--- config.mk ---
export PLATFORM = sky130hd
export DESIGN_NAME = fifo_arb_ctrl
export DESIGN_NICKNAME = d
export VERILOG_FILES = /design/src/rtl/fifo_arb_ctrl.sv
export SDC_FILE = /design/constraint.sdc
export NUM_CORES = 1
export LEC_CHECK = 0
export ABC_AREA = 1
export CORE_AREA = 2 2 53 55
export DETAILED_ROUTE_END_ITERATION = 16
export DIE_AREA = 0 0 55 57
export PLACE_DENSITY_LB_ADDON = 0.1
export REMOVE_ABC_BUFFERS = 1
export SYNTH_ARGS = -nofsm -noshare
export SYNTH_HDL_FRONTEND = slang
export SYNTH_SLANG_ARGS = --single-unit
--- constraint.sdc ---
create_clock -name clk -period 2.5 [get_ports clk]
set_clock_uncertainty 0.2 [all_clocks]
set_input_delay 0.375 -clock clk [delete_from_list [all_inputs] [get_ports clk]]
set_output_delay 0.375 -clock clk [all_outputs]
set_load 0.01 [all_outputs]
--- src/rtl/fifo_arb_ctrl.sv ---
// Two-requester write arbiter and valid/ready read drain for an external 8-entry FIFO without flags.
// Define FIFO_ARB_STRICT_PRIO_EN for fixed priority (req0 wins); otherwise round-robin arbitration.
module fifo_arb_ctrl #(
    parameter int DW    = 8,
    parameter int DEPTH = 8,
    parameter int LW    = 4
) (
    input  logic          clk,
    input  logic          rst,
    input  logic          req0,
    input  logic [DW-1:0] data0,
    output logic          gnt0,
    input  logic          req1,
    input  logic [DW-1:0] data1,
    output logic          gnt1,
    output logic          fifo_wr,
    output logic [DW-1:0] fifo_din,
    output logic          fifo_rd,
    input  logic [DW-1:0] fifo_dout,
    output logic          out_valid,
    output logic [DW-1:0] out_data,
    input  logic          out_ready,
    output logic [LW-1:0] level,
    output logic          full,
    output logic          empty
);

    typedef enum logic [1:0] {
        IDLE,
        FETCH,
        HOLD
    } state_t;

    state_t        state;
    state_t        state_next;
    logic          valid_next;
    logic [DW-1:0] data_next;

    assign full  = (level == LW'(DEPTH));
    assign empty = (level == '0);

`ifdef FIFO_ARB_STRICT_PRIO_EN
    always_comb begin
        gnt0 = 1'b0;
        gnt1 = 1'b0;
        if (!full) begin
            gnt0 = req0;
            gnt1 = req1 && !req0;
        end
    end
`else
    // rr_last holds the most recent winner; reset to 0 so requester 1 goes first.
    logic rr_last;

    always_comb begin
        gnt0 = 1'b0;
        gnt1 = 1'b0;
        if (!full) begin
            if (req0 && req1) begin
                gnt0 = rr_last;
                gnt1 = !rr_last;
            end else begin
                gnt0 = req0;
                gnt1 = req1;
            end
        end
    end

    always_ff @(posedge clk) begin
        if (rst) begin
            rr_last <= 1'b0;
        end else if (gnt0 || gnt1) begin
            rr_last <= gnt1;
        end
    end
`endif

    assign fifo_wr  = gnt0 | gnt1;
    assign fifo_din = gnt0 ? data0 : (gnt1 ? data1 : '0);

    always_ff @(posedge clk) begin
        if (rst) begin
            level <= '0;
        end else if (fifo_wr && !fifo_rd) begin
            level <= level + 1'b1;
        end else if (!fifo_wr && fifo_rd) begin
            level <= level - 1'b1;
        end
    end

    always_ff @(posedge clk) begin
        if (rst) begin
            state     <= IDLE;
            out_valid <= 1'b0;
            out_data  <= '0;
        end else begin
            state     <= state_next;
            out_valid <= valid_next;
            out_data  <= data_next;
        end
    end

    // FIFO read data arrives one cycle after fifo_rd, so FETCH is the capture cycle.
    always_comb begin
        state_next = state;
        fifo_rd    = 1'b0;
        valid_next = out_valid;
        data_next  = out_data;
        case (state)
            IDLE: begin
                if (!empty) begin
                    fifo_rd    = 1'b1;
                    state_next = FETCH;
                end
            end
            FETCH: begin
                data_next  = fifo_dout;
                valid_next = 1'b1;
                state_next = HOLD;
            end
            HOLD: begin
                if (out_ready) begin
                    valid_next = 1'b0;
                    if (!empty) begin
                        fifo_rd    = 1'b1;
                        state_next = FETCH;
                    end else begin
                        state_next = IDLE;
                    end
                end
            end
            default: state_next = IDLE;
        endcase
    end

endmodule

## Yosys cells after proc, flatten, opt, wreduce, memory -nomap -nowiden

Cells that the tools add are included.

| word-level totals | value |
|---|---|
| output and inout port bits | 27 |
| word-level logic and storage cells | 43 |
| input port bits | 29 |
| register bits after elaboration | 16 |

| operators by class | value |
|---|---|
| bitwise operators | 1 |
| equality and inequality tests | 5 |
| add/subtract/negate cells | 2 |
| multiplexer cells | 17 |
| reduce and logical (&&, ||, !) cells | 13 |

Operators by type and width:

| cell | number |
|---|---|
| $mux 8 | 2 |
| $mux 1 | 8 |
| $mux 4 | 2 |
| $pmux 2 s3 | 1 |
| $add 4x1->4 const B | 1 |
| $eq 4x4->1 const B | 1 |
| $logic_not 4->1 | 1 |
| $mux 2 | 2 |
| $ne 2x2->1 const B | 2 |
| $pmux 1 s2 | 2 |
| $reduce_and 2->1 | 2 |
| $reduce_bool 2->1 | 2 |
| $sub 4x1->4 const B | 1 |
| $logic_and 1x1->1 | 3 |
| $logic_not 1->1 | 3 |
| $eq 2x1->1 const B | 1 |
| $eq 2x2->1 const B | 1 |
| $logic_not 2->1 | 1 |
| $logic_or 1x1->1 | 1 |
| $or 1x1->1 | 1 |

## Depth between registers and ports, before layout

Gate-level depths: netlist (run 1).

| depth | value |
|---|---|
| depth in word-level cells | 8 |
| gate-level depth with buffers | 15 |
| gate-level depth less buffers | 15 |

## Worst setup path after synthesis (run 1)

Ideal clock, no wire load.

| timing | value |
|---|---|
| kind | register -> register |
| start | register level[0] |
| end | register level[3] |
| clock period less this slack | 2221 ps |
| library setup time | 109 ps |
| cell stages (with the launch flop) | 14 |
| buffers on the path | 0 |
| slack | 279 ps |
| data arrival time | 1912 ps |
| required time | 2191 ps |
| path through | dfxtp_1 nor2_2 nand2_1 nor2_2 nor2_2 inv_1 ha_1 inv_1 ha_1 or2_1 nand3_1 nand3_1 nand2_1 inv_1 |

| on the way | value |
|---|---|
| word-level cells in the longest chain between the ends | 7 |
| elaborated cells on any way between the ends | 17 |
| classes of those cells | 2 x add/sub; 1 x eq/ne; 7 x mux; 1 x bitwise; 6 x reduce/logical |

RTL lines:

| element | RTL line | RTL |
|---|---|---|
| start: declaration | 23 | `output logic [LW-1:0] level,` |
| start signal: assignment | 85 | `level <= level + 1'b1;` |
| start signal: assignment | 87 | `level <= level - 1'b1;` |
| $logic_not 4->1 (*) | 40 | `assign empty = (level == '0);` |
| via empty | 25 | `output logic empty` |
| $mux 1 (*) | 111, 124 |  |
| $mux 1 | 122 | `if (out_ready) begin` |
| $pmux 1 s2 (*) | 109 | `case (state)` |
| via fifo_rd | 18 | `output logic fifo_rd,` |
| $logic_not 1->1 | 84 | `end else if (fifo_wr && !fifo_rd) begin` |
| $logic_and 1x1->1 | 84 |  |
| $mux 4 / $reduce_bool 2->1 (equally long branches) | -- |  |

The timed path passes the listed nets; every way through them passes the cells marked *. The select of a mux whose other input is x is not followed.
A chain may end at the register's enable or synchronous reset.

## Worst setup path in the final report (run 1)

| timing | value |
|---|---|
| start | input port req1 |
| end | output port fifo_wr |

| on the way | value |
|---|---|
| word-level cells in the longest chain between the ends | 4 |
| elaborated cells on any way between the ends | 6 |
| classes of those cells | 4 x mux; 1 x bitwise; 1 x reduce/logical |

RTL lines:

| element | RTL line | RTL |
|---|---|---|
| start: declaration | 13 | `input logic req1,` |
| $logic_and 1x1->1 | 59 | `if (req0 && req1) begin` |
| $mux 1 | 59 |  |
| $mux 1 | 58 | `if (!full) begin` |
| $or 1x1->1 (*) | 78 | `assign fifo_wr = gnt0 \| gnt1;` |
| end: declaration | 16 | `output logic fifo_wr,` |

Every way passes the cells marked *; elsewhere a longest branch is shown, timed or not.

==> out/qor.log, run 1 <==
INFO  cells_and_area syn2layout_area_growth=78.3%
INFO  drt            drt_pre_antenna_iters=4
INFO  placed_design  placed_area=1470um^2
INFO  yosys          synth_cells=129
INFO  cells_and_area fin_nets=224
INFO  placed_design  detailedPlace.worstSlack=-110ps
INFO  global_routing global_route_usage_over_all_layers=16.6%
INFO  floorplan      fp.coreArea=2620um^2
INFO  setup_path     reg2reg_from=level[0]
INFO  placed_design  placement.io_buffers=55
INFO  setup_path     reg2regPathDepth=12
INFO  global_routing global_route.usage.met3=3.40%
INFO  sta            tightest_slew=656ps
INFO  pwr            power.density=981nW/um^2
INFO  pwr            swShare=40.9%
INFO  clocking       clk_pin_slew_worst_paths=90ps
INFO  placed_design  gpl.final_weighted_congestion=0.728
INFO  placed_design  dpl.hpwl=1890um
INFO  clocking       clock_insertion_delay_at_the_later_pin_of_the_skew_report=280ps
INFO  setup_path     worst_setup_path_type=primary input to output port
INFO  sta            max_freq=0.427GHz
INFO  drt            dr.first_iter.drc_count=14
INFO  yosys          post_synth_instance_area=858um^2
INFO  cells_and_area antenna-diode-count=0
INFO  global_routing grt.overflow.total=0
INFO  clocking       tritoncts.num_buffers=3
INFO  yosys          synth-warning-count=0
INFO  run_status     run_status=complete, no violations
INFO  pwr            p_sw=0.614mW
INFO  flow_run       drv.max_cap_violation_count=0
INFO  pwr            power_report.internal_total=0.887mW
INFO  floorplan      initial_utilization=32.8%
INFO  floorplan      die_height=57um
INFO  pwr            finalPower=1.50mW
INFO  global_routing gr_util_met2=28.9%
INFO  global_routing grt_pass1_vias=937
INFO  setup_path     crit_fanout=3
INFO  cells_and_area multi_input_area=467um^2
INFO  drt            routed-via-count=991
INFO  floorplan      total_die_area=3140um^2
INFO  sta            finalWorstSetupSlack=160ps
INFO  setup_path     critical_path.reg2reg.endpoint=level[3]
INFO  sta            finalHoldViolations=0
INFO  cells_and_area seqCellArea=320um^2
INFO  setup_path     worst_setup_end_kind=output port
INFO  worst_hold_path min_delay_path_depth=2
INFO  cells_and_area final_design_area_no_fill=1530um^2
INFO  clocking       cts_root_buffer=sky130_fd_sc_hd__clkbuf_4
INFO  clocking       clockBufferDepth=2
INFO  yosys          synth_seq_area_share=37.3%
INFO  pwr            p_leak=0.783nW
INFO  global_routing largest_net_degree_at_the_start_of_global_routing=17
INFO  yosys          avgSynthCellArea=6.65um^2
INFO  worst_hold_path timing.hold.worst.class=register to register
INFO  floorplan      die_width=55um
INFO  drt            drt-vias-per-instance=4.48
INFO  drt            route.detailed.drc=0
INFO  clocking       postCtsSetupRepairBufs=0
INFO  sta            min_period=2340ps
INFO  sta            slew-limit-headroom=56.2%
INFO  pwr            seq_power_share=26.2%
INFO  clocking       tritoncts_clock_tree=yes
INFO  drt            wirelength=2450um
INFO  clocking       h-tree-depth=1
INFO  drt            post_drt_wl_per_cell=11.1um
INFO  sta            rsz_0062_raised_after_global_routing=false
INFO  clocking       hold_buffers=0
INFO  pwr            clock_power_share=11.5%
INFO  global_routing antenna_violations_before_repair=0
INFO  setup_path     critical_path.startpoint=req1
INFO  global_routing first_pass_grt_wire_length=3890um
INFO  floorplan      ports_placed_on_the_boundary=56
INFO  yosys          yosys.cell_types.count=20
INFO  setup_path     arrival=1760ps
INFO  pwr            ir_drop=0.687mV
INFO  sta            final-max-slew-violation-count=0
INFO  drt            detail-route-antenna-nets=0
INFO  setup_path     rrSetupSlack=230ps
INFO  sta            setup_violations=0
INFO  setup_path     cp.required=1920ps
INFO  global_routing grt_util_met1=19.8%
INFO  floorplan      num_rows=19
INFO  cells_and_area fraction_of_layout_cells_with_a_size_suffix_above_1=10.0%
INFO  setup_path     critical_path.endpoint=fifo_wr
INFO  clocking       clock-sinks=16
INFO  sta            period_share=93.6%
INFO  setup_path     timing.critical_path.from_type=primary input
INFO  cells_and_area n_fill_cell=257
INFO  pwr            combinationalPowerShare=62.2%
INFO  global_routing gr-max-usage-layer=met2
INFO  yosys          synth-seq-cells=16
==> power groups by stage <==
stage / registers [mW] / logic (mW) / clock network [mW]
after floorplan: 0.418 / 0.489 / 0
after global placement: 0.396 / 0.923 / 0
after detailed placement: 0.400 / 0.946 / 0
after CTS: 0.395 / 0.950 / 0.183
after global routing: 0.404 / 1.05 / 0.187
final: 0.394 / 0.934 / 0.173
==> layout make-up <==
class,count,area share (%)
Multi-Input combinational cell,95,30.5
Inverter,16,4.42
Timing Repair Buffer,59,39.2
Tap cell,31,2.53
Sequential cell,16,20.9
Clock buffer,4,2.37
==> Yosys cell counts, drive strengths merged <==
master	n	area, um^2
buf	1	5.00
nor2	9	48.8
nand2	58	223
ha	3	37.5
nand3	4	25.0
o21ai	2	10.0
xor2	2	17.5
dfxtp	16	320
fa	1	20.0
inv	16	62.6
a21oi	15	78.8
clkbuf	1	3.75
or2	1	6.26
==> worst min-delay path by stage <==
| stage | slack (ps) | start | endpoint |
|---|---|---|---|
| CTS | 270 | out_data[6] | out_data[6] |
| global placement | 250 | out_data[5] | out_data[5] |
| finish | 270 | out_data[1] | out_data[1] |
| global route | 300 | out_data[6] | out_data[6] |
| floorplan | 240 | rst | rr_last |
| detailed placement | 260 | out_data[6] | out_data[6] |
==> state kept, by name (all words and copies together) (netlist names) <==
name       count
state          2
level          4
out_data       8
rr_last        1
out_valid      1
==> critical path, cell delays in order <==
cell and delay, ps:
sky130_fd_sc_hd__clkdlybuf4s50_1 450, sky130_fd_sc_hd__inv_1 50, sky130_fd_sc_hd__a21oi_1 140, sky130_fd_sc_hd__nand2_2 110
sky130_fd_sc_hd__nand2_1 100, sky130_fd_sc_hd__clkdlybuf4s50_1 540
==> cells in the final DEF, fill, tap and decap left out <==
| master | netlist | layout |
|---|---|---|
| sky130_fd_sc_hd__xor2_1 | 2 | 2 |
| sky130_fd_sc_hd__dfxtp_1 | 16 | 16 |
| sky130_fd_sc_hd__clkdlybuf4s50_1 | 0 | 47 |
| sky130_fd_sc_hd__nand2_1 | 56 | 56 |
| sky130_fd_sc_hd__dlymetal6s2s_1 | 0 | 8 |
| sky130_fd_sc_hd__ha_1 | 3 | 3 |
| sky130_fd_sc_hd__inv_2 | 2 | 1 |
| sky130_fd_sc_hd__o21ai_0 | 2 | 2 |
| sky130_fd_sc_hd__clkbuf_4 | 0 | 3 |
| sky130_fd_sc_hd__fa_1 | 1 | 1 |
| sky130_fd_sc_hd__nand3_2 | 1 | 1 |
| sky130_fd_sc_hd__clkinv_4 | 0 | 1 |
| sky130_fd_sc_hd__or2_1 | 1 | 1 |
| sky130_fd_sc_hd__buf_4 | 0 | 4 |
| sky130_fd_sc_hd__nor2_4 | 1 | 1 |
| sky130_fd_sc_hd__a21oi_1 | 14 | 14 |
| sky130_fd_sc_hd__inv_4 | 1 | 1 |
| sky130_fd_sc_hd__nand2_2 | 2 | 2 |
| sky130_fd_sc_hd__nor2_1 | 5 | 5 |
| sky130_fd_sc_hd__a21oi_2 | 1 | 1 |
| sky130_fd_sc_hd__clkbuf_8 | 0 | 1 |
| sky130_fd_sc_hd__nand3_1 | 3 | 3 |
| sky130_fd_sc_hd__nor2_2 | 3 | 3 |
| sky130_fd_sc_hd__inv_1 | 13 | 13 |
==> per-layer routing <==
| layer | vias up | wire length (um) | share of wire (%) |
|---|---|---|---|
| li1 | 518 | - | - |
| met1 | 450 | 1060 | 43 |
| met2 | 21 | 1240 | 51 |
| met3 | 2 | 125 | 5.1 |
| met4 | 0 | 21 | 0.86 |
| met5 | - | 0 | 0 |
==> cell families (layout without fill, tap and decap cells) <==
family	after synthesis	in the layout	share of synthesized area (%)
buf+inv	18	79	8.31
fa+ha+maj	4	4	6.71
compound gates	17	17	10.4
flops	16	16	37.3
xor+xnor	2	2	2.04
simple gates	72	72	35.3
==> through the flow <==
| stage | hold WS, ps | instances | setup TNS (ps) | util, % |
|---|---|---|---|---|
| after floorplan | 237 | 127 | 0 | - |
| after global placement | 247 | 217 | -58.2 | 56.2 |
| after detailed placement | 260 | 217 | -143 | 56.2 |
| after CTS | 274 | 221 | 0 | 57.7 |
| after global routing | 298 | 221 | 0 | 58.5 |
| final | 268 | 221 | 0 | 58.5 |
==> repair_timing <==
action	CTS	global route
setup endpoints to repair	1	8
gates cloned	0	0
gates resized for setup	1	9
Power figures use the tool's default switching activity.
==> run 2, diff against run 1 <==
--- a/config.mk
+++ b/config.mk
@@ -11,6 +11,7 @@
 export DIE_AREA = 0 0 55 57
 export PLACE_DENSITY_LB_ADDON = 0.1
 export REMOVE_ABC_BUFFERS = 1
+export SLEW_MARGIN = 40
 export SYNTH_ARGS = -nofsm -noshare
 export SYNTH_HDL_FRONTEND = slang
 export SYNTH_SLANG_ARGS = --single-unit
==> results of run 2 <==
The final DEF is identical to that of run 1; final timing and power are the same.
==> run 3, diff against run 2 <==
--- a/config.mk
+++ b/config.mk
@@ -6,9 +6,11 @@
 export NUM_CORES = 1
 export LEC_CHECK = 0
 export ABC_AREA = 1
+export ABC_CLOCK_PERIOD_IN_PS = 2500
 export CORE_AREA = 2 2 53 55
 export DETAILED_ROUTE_END_ITERATION = 16
 export DIE_AREA = 0 0 55 57
+export GPL_TIMING_DRIVEN = 0
 export PLACE_DENSITY_LB_ADDON = 0.1
 export REMOVE_ABC_BUFFERS = 1
 export SLEW_MARGIN = 40
==> run 3 against run 2 <==
Compared with the run above: core utilization down 1.4 points; critical path depth unchanged; design area down 2.4%; critical endpoint is now gnt1.
==> out/qor.log, run 3 (same netlist as run 1, synthesis figures left out) <==
INFO  drt            dr.first_iter.drc_count=11
INFO  setup_path     path_buf_inv=4
INFO  drt            routed-via-count=988
INFO  setup_path     crit_family=buffers and inverters
INFO  setup_path     worst_path_most_repeated_cell=sky130_fd_sc_hd__clkdlybuf4s50_1
INFO  placed_design  gpl.final_weighted_congestion=0.752
INFO  sta            finalWorstSetupSlack=122ps
INFO  cells_and_area n_fill_cell=259
INFO  floorplan      initial_utilization=32.8%
INFO  pwr            power.density=975nW/um^2
INFO  worst_hold_path timing.hold.worst.class=register to register
INFO  floorplan      ports_placed_on_the_boundary=56
INFO  cells_and_area seqCellArea=320um^2
INFO  drt            drt_pre_antenna_iters=4
INFO  cells_and_area fraction_of_layout_cells_with_a_size_suffix_above_1=8.60%
INFO  drt            route.detailed.drc=0
INFO  cells_and_area largest_reg_flops=8
INFO  clocking       cts_root_buffer=sky130_fd_sc_hd__clkbuf_4
INFO  floorplan      die_height=57um
INFO  setup_path     cp_slowest_stage_delay=550ps
INFO  setup_path     worst_path_max_delay_cell=sky130_fd_sc_hd__clkdlybuf4s50_1
INFO  sta            slew-limit-headroom=61.0%
INFO  sta            rsz_0062_raised_after_global_routing=false
INFO  clocking       h-tree-depth=1
INFO  sta            max_freq=0.421GHz
INFO  sta            min_period=2380ps
INFO  global_routing largest_net_degree_at_the_start_of_global_routing=17
INFO  pwr            ir_drop=0.722mV
INFO  setup_path     cp.required=1920ps
INFO  setup_path     crit_chain=clkdlybuf4s50_1 -> inv_1 -> a21oi_1 -> nand2_2 -> inv_4 -> clkdlybuf4s50_1
INFO  sta            final-max-slew-violation-count=0
INFO  global_routing antenna_violations_before_repair=0
INFO  clocking       hold_buffers=0
INFO  setup_path     arrival=1800ps
INFO  setup_path     crit_fanout=9
INFO  cells_and_area layout_common_cells=56 x sky130_fd_sc_hd__nand2_1, 47 x sky130_fd_sc_hd__clkdlybuf4s50_1, 16 x sky130_fd_sc_hd__dfxtp_1
INFO  setup_path     timing.critical_path.from_type=primary input
INFO  floorplan      total_die_area=3140um^2
INFO  drt            wirelength=2400um
INFO  floorplan      die_width=55um
INFO  global_routing global_route_usage_over_all_layers=16.0%
INFO  clocking       clock_insertion_delay_at_the_later_pin_of_the_skew_report=280ps
INFO  drt            post_drt_wl_per_cell=11.1um
INFO  cells_and_area fin_nets=220
INFO  placed_design  dpl.hpwl=1930um
INFO  cells_and_area multi_input_area=467um^2
INFO  floorplan      num_rows=19
INFO  drt            detail-route-antenna-nets=0
INFO  sta            finalHoldViolations=0
INFO  clocking       clock-sinks=16
INFO  placed_design  detailedPlace.worstSlack=-132ps
INFO  setup_path     worst_setup_path_type=primary input to output port
INFO  floorplan      fp.coreArea=2620um^2
INFO  global_routing grt.overflow.total=0
INFO  run_status     run_status=complete, no violations
INFO  cells_and_area syn2layout_area_growth=74.1%
INFO  clocking       clockBufferDepth=2
INFO  sta            period_share=95.1%
INFO  clocking       clk_pin_slew_worst_paths=90ps
INFO  cells_and_area fin_util=57.1%
INFO  cells_and_area layout_commonest_cell=sky130_fd_sc_hd__nand2_1
INFO  pwr            p_leak=0.753nW
INFO  global_routing first_pass_grt_wire_length=3750um
INFO  clocking       tritoncts.num_buffers=3
INFO  sta            tightest_slew=583ps
INFO  cells_and_area regMostFlops=out_data
INFO  drt            drt-vias-per-instance=4.55
INFO  placed_design  placement.io_buffers=55
INFO  cells_and_area biggestRegsByFlops=out_data: 8 flops, level: 4 flops, state: 2 flops
INFO  global_routing grt_pass1_vias=932
INFO  flow_run       drv.max_cap_violation_count=0
INFO  cells_and_area antenna-diode-count=0
INFO  setup_path     worst_setup_end_kind=output port
INFO  sta            setup_violations=0
INFO  clocking       postCtsSetupRepairBufs=0
INFO  pwr            finalPower=1.46mW
INFO  clocking       tritoncts_clock_tree=yes
[run 3: cell types whose count changed in the layout (fill, tap and decap cells not counted), sizes merged]
cell | before | now
inv | 15 | 16
dlymetal6s2s | 8 | 7
clkinv | 1 | 0
buf | 4 | 0
dlygate4sd2 | 0 | 1
[run 3: power breakdown]
group	switching, mW	internal, mW
combinational	0.462	0.432
sequential	0.0622	0.330
clock	0.0819	0.0886
[run 3: final timing paths]
kind	endpoint	slack, ps	depth (start not counted)	start
setup / recovery	gnt1	120	6	req1
hold / removal	out_data[6]	270	2	out_data[6]
setup reg to reg	level[3]	230	12	level[0]
hold reg to reg	out_data[6]	270	2	out_data[6]
[run 3: what timing repair did]
item                       in CTS  in global routing
setup endpoints to repair       1                  8
gates resized for setup         1                  9
gates cloned                    0                  0
[run 3: final cells by class]
cell class,count,area share [%]
Multi-Input combinational cell,95,31.2
Inverter,16,4.36
Clock buffer,4,2.43
Timing Repair Buffer,55,37.9
Sequential cell,16,21.4
Tap cell,31,2.60
[run 3: worst register-to-register path, cell delays in order, from the launching register on]
cell,delay (ps)
sky130_fd_sc_hd__dfxtp_1,380
sky130_fd_sc_hd__nor2_2,170
sky130_fd_sc_hd__nand3_2,120
sky130_fd_sc_hd__nand2_2,140
sky130_fd_sc_hd__nand2_1,90
sky130_fd_sc_hd__ha_1,210
sky130_fd_sc_hd__inv_2,90
sky130_fd_sc_hd__ha_1,250
sky130_fd_sc_hd__or2_1,250
sky130_fd_sc_hd__nand3_1,80
sky130_fd_sc_hd__nand3_1,90
sky130_fd_sc_hd__nand2_1,70
sky130_fd_sc_hd__inv_1,40
[run 3: through the flow]
| step | hold slack (ps) | cell area [um^2] | cells | TNS, ps |
|---|---|---|---|---|
| finish | 265 | 1490 | 217 | 0 |
| global route | 296 | 1490 | 217 | 0 |
| CTS | 269 | 1470 | 217 | 0 |
| detailed placement | 255 | 1440 | 213 | -181 |
| global placement | 247 | 1440 | 213 | -124 |
| floorplan | 237 | 850 | 127 | 0 |
[run 3: per-layer routing]
metal  wire length (um)  GRT usage (%)
met5                  0              0
met4                 15           3.14
met3                126           4.71
met2               1340           30.6
met1                913           16.4
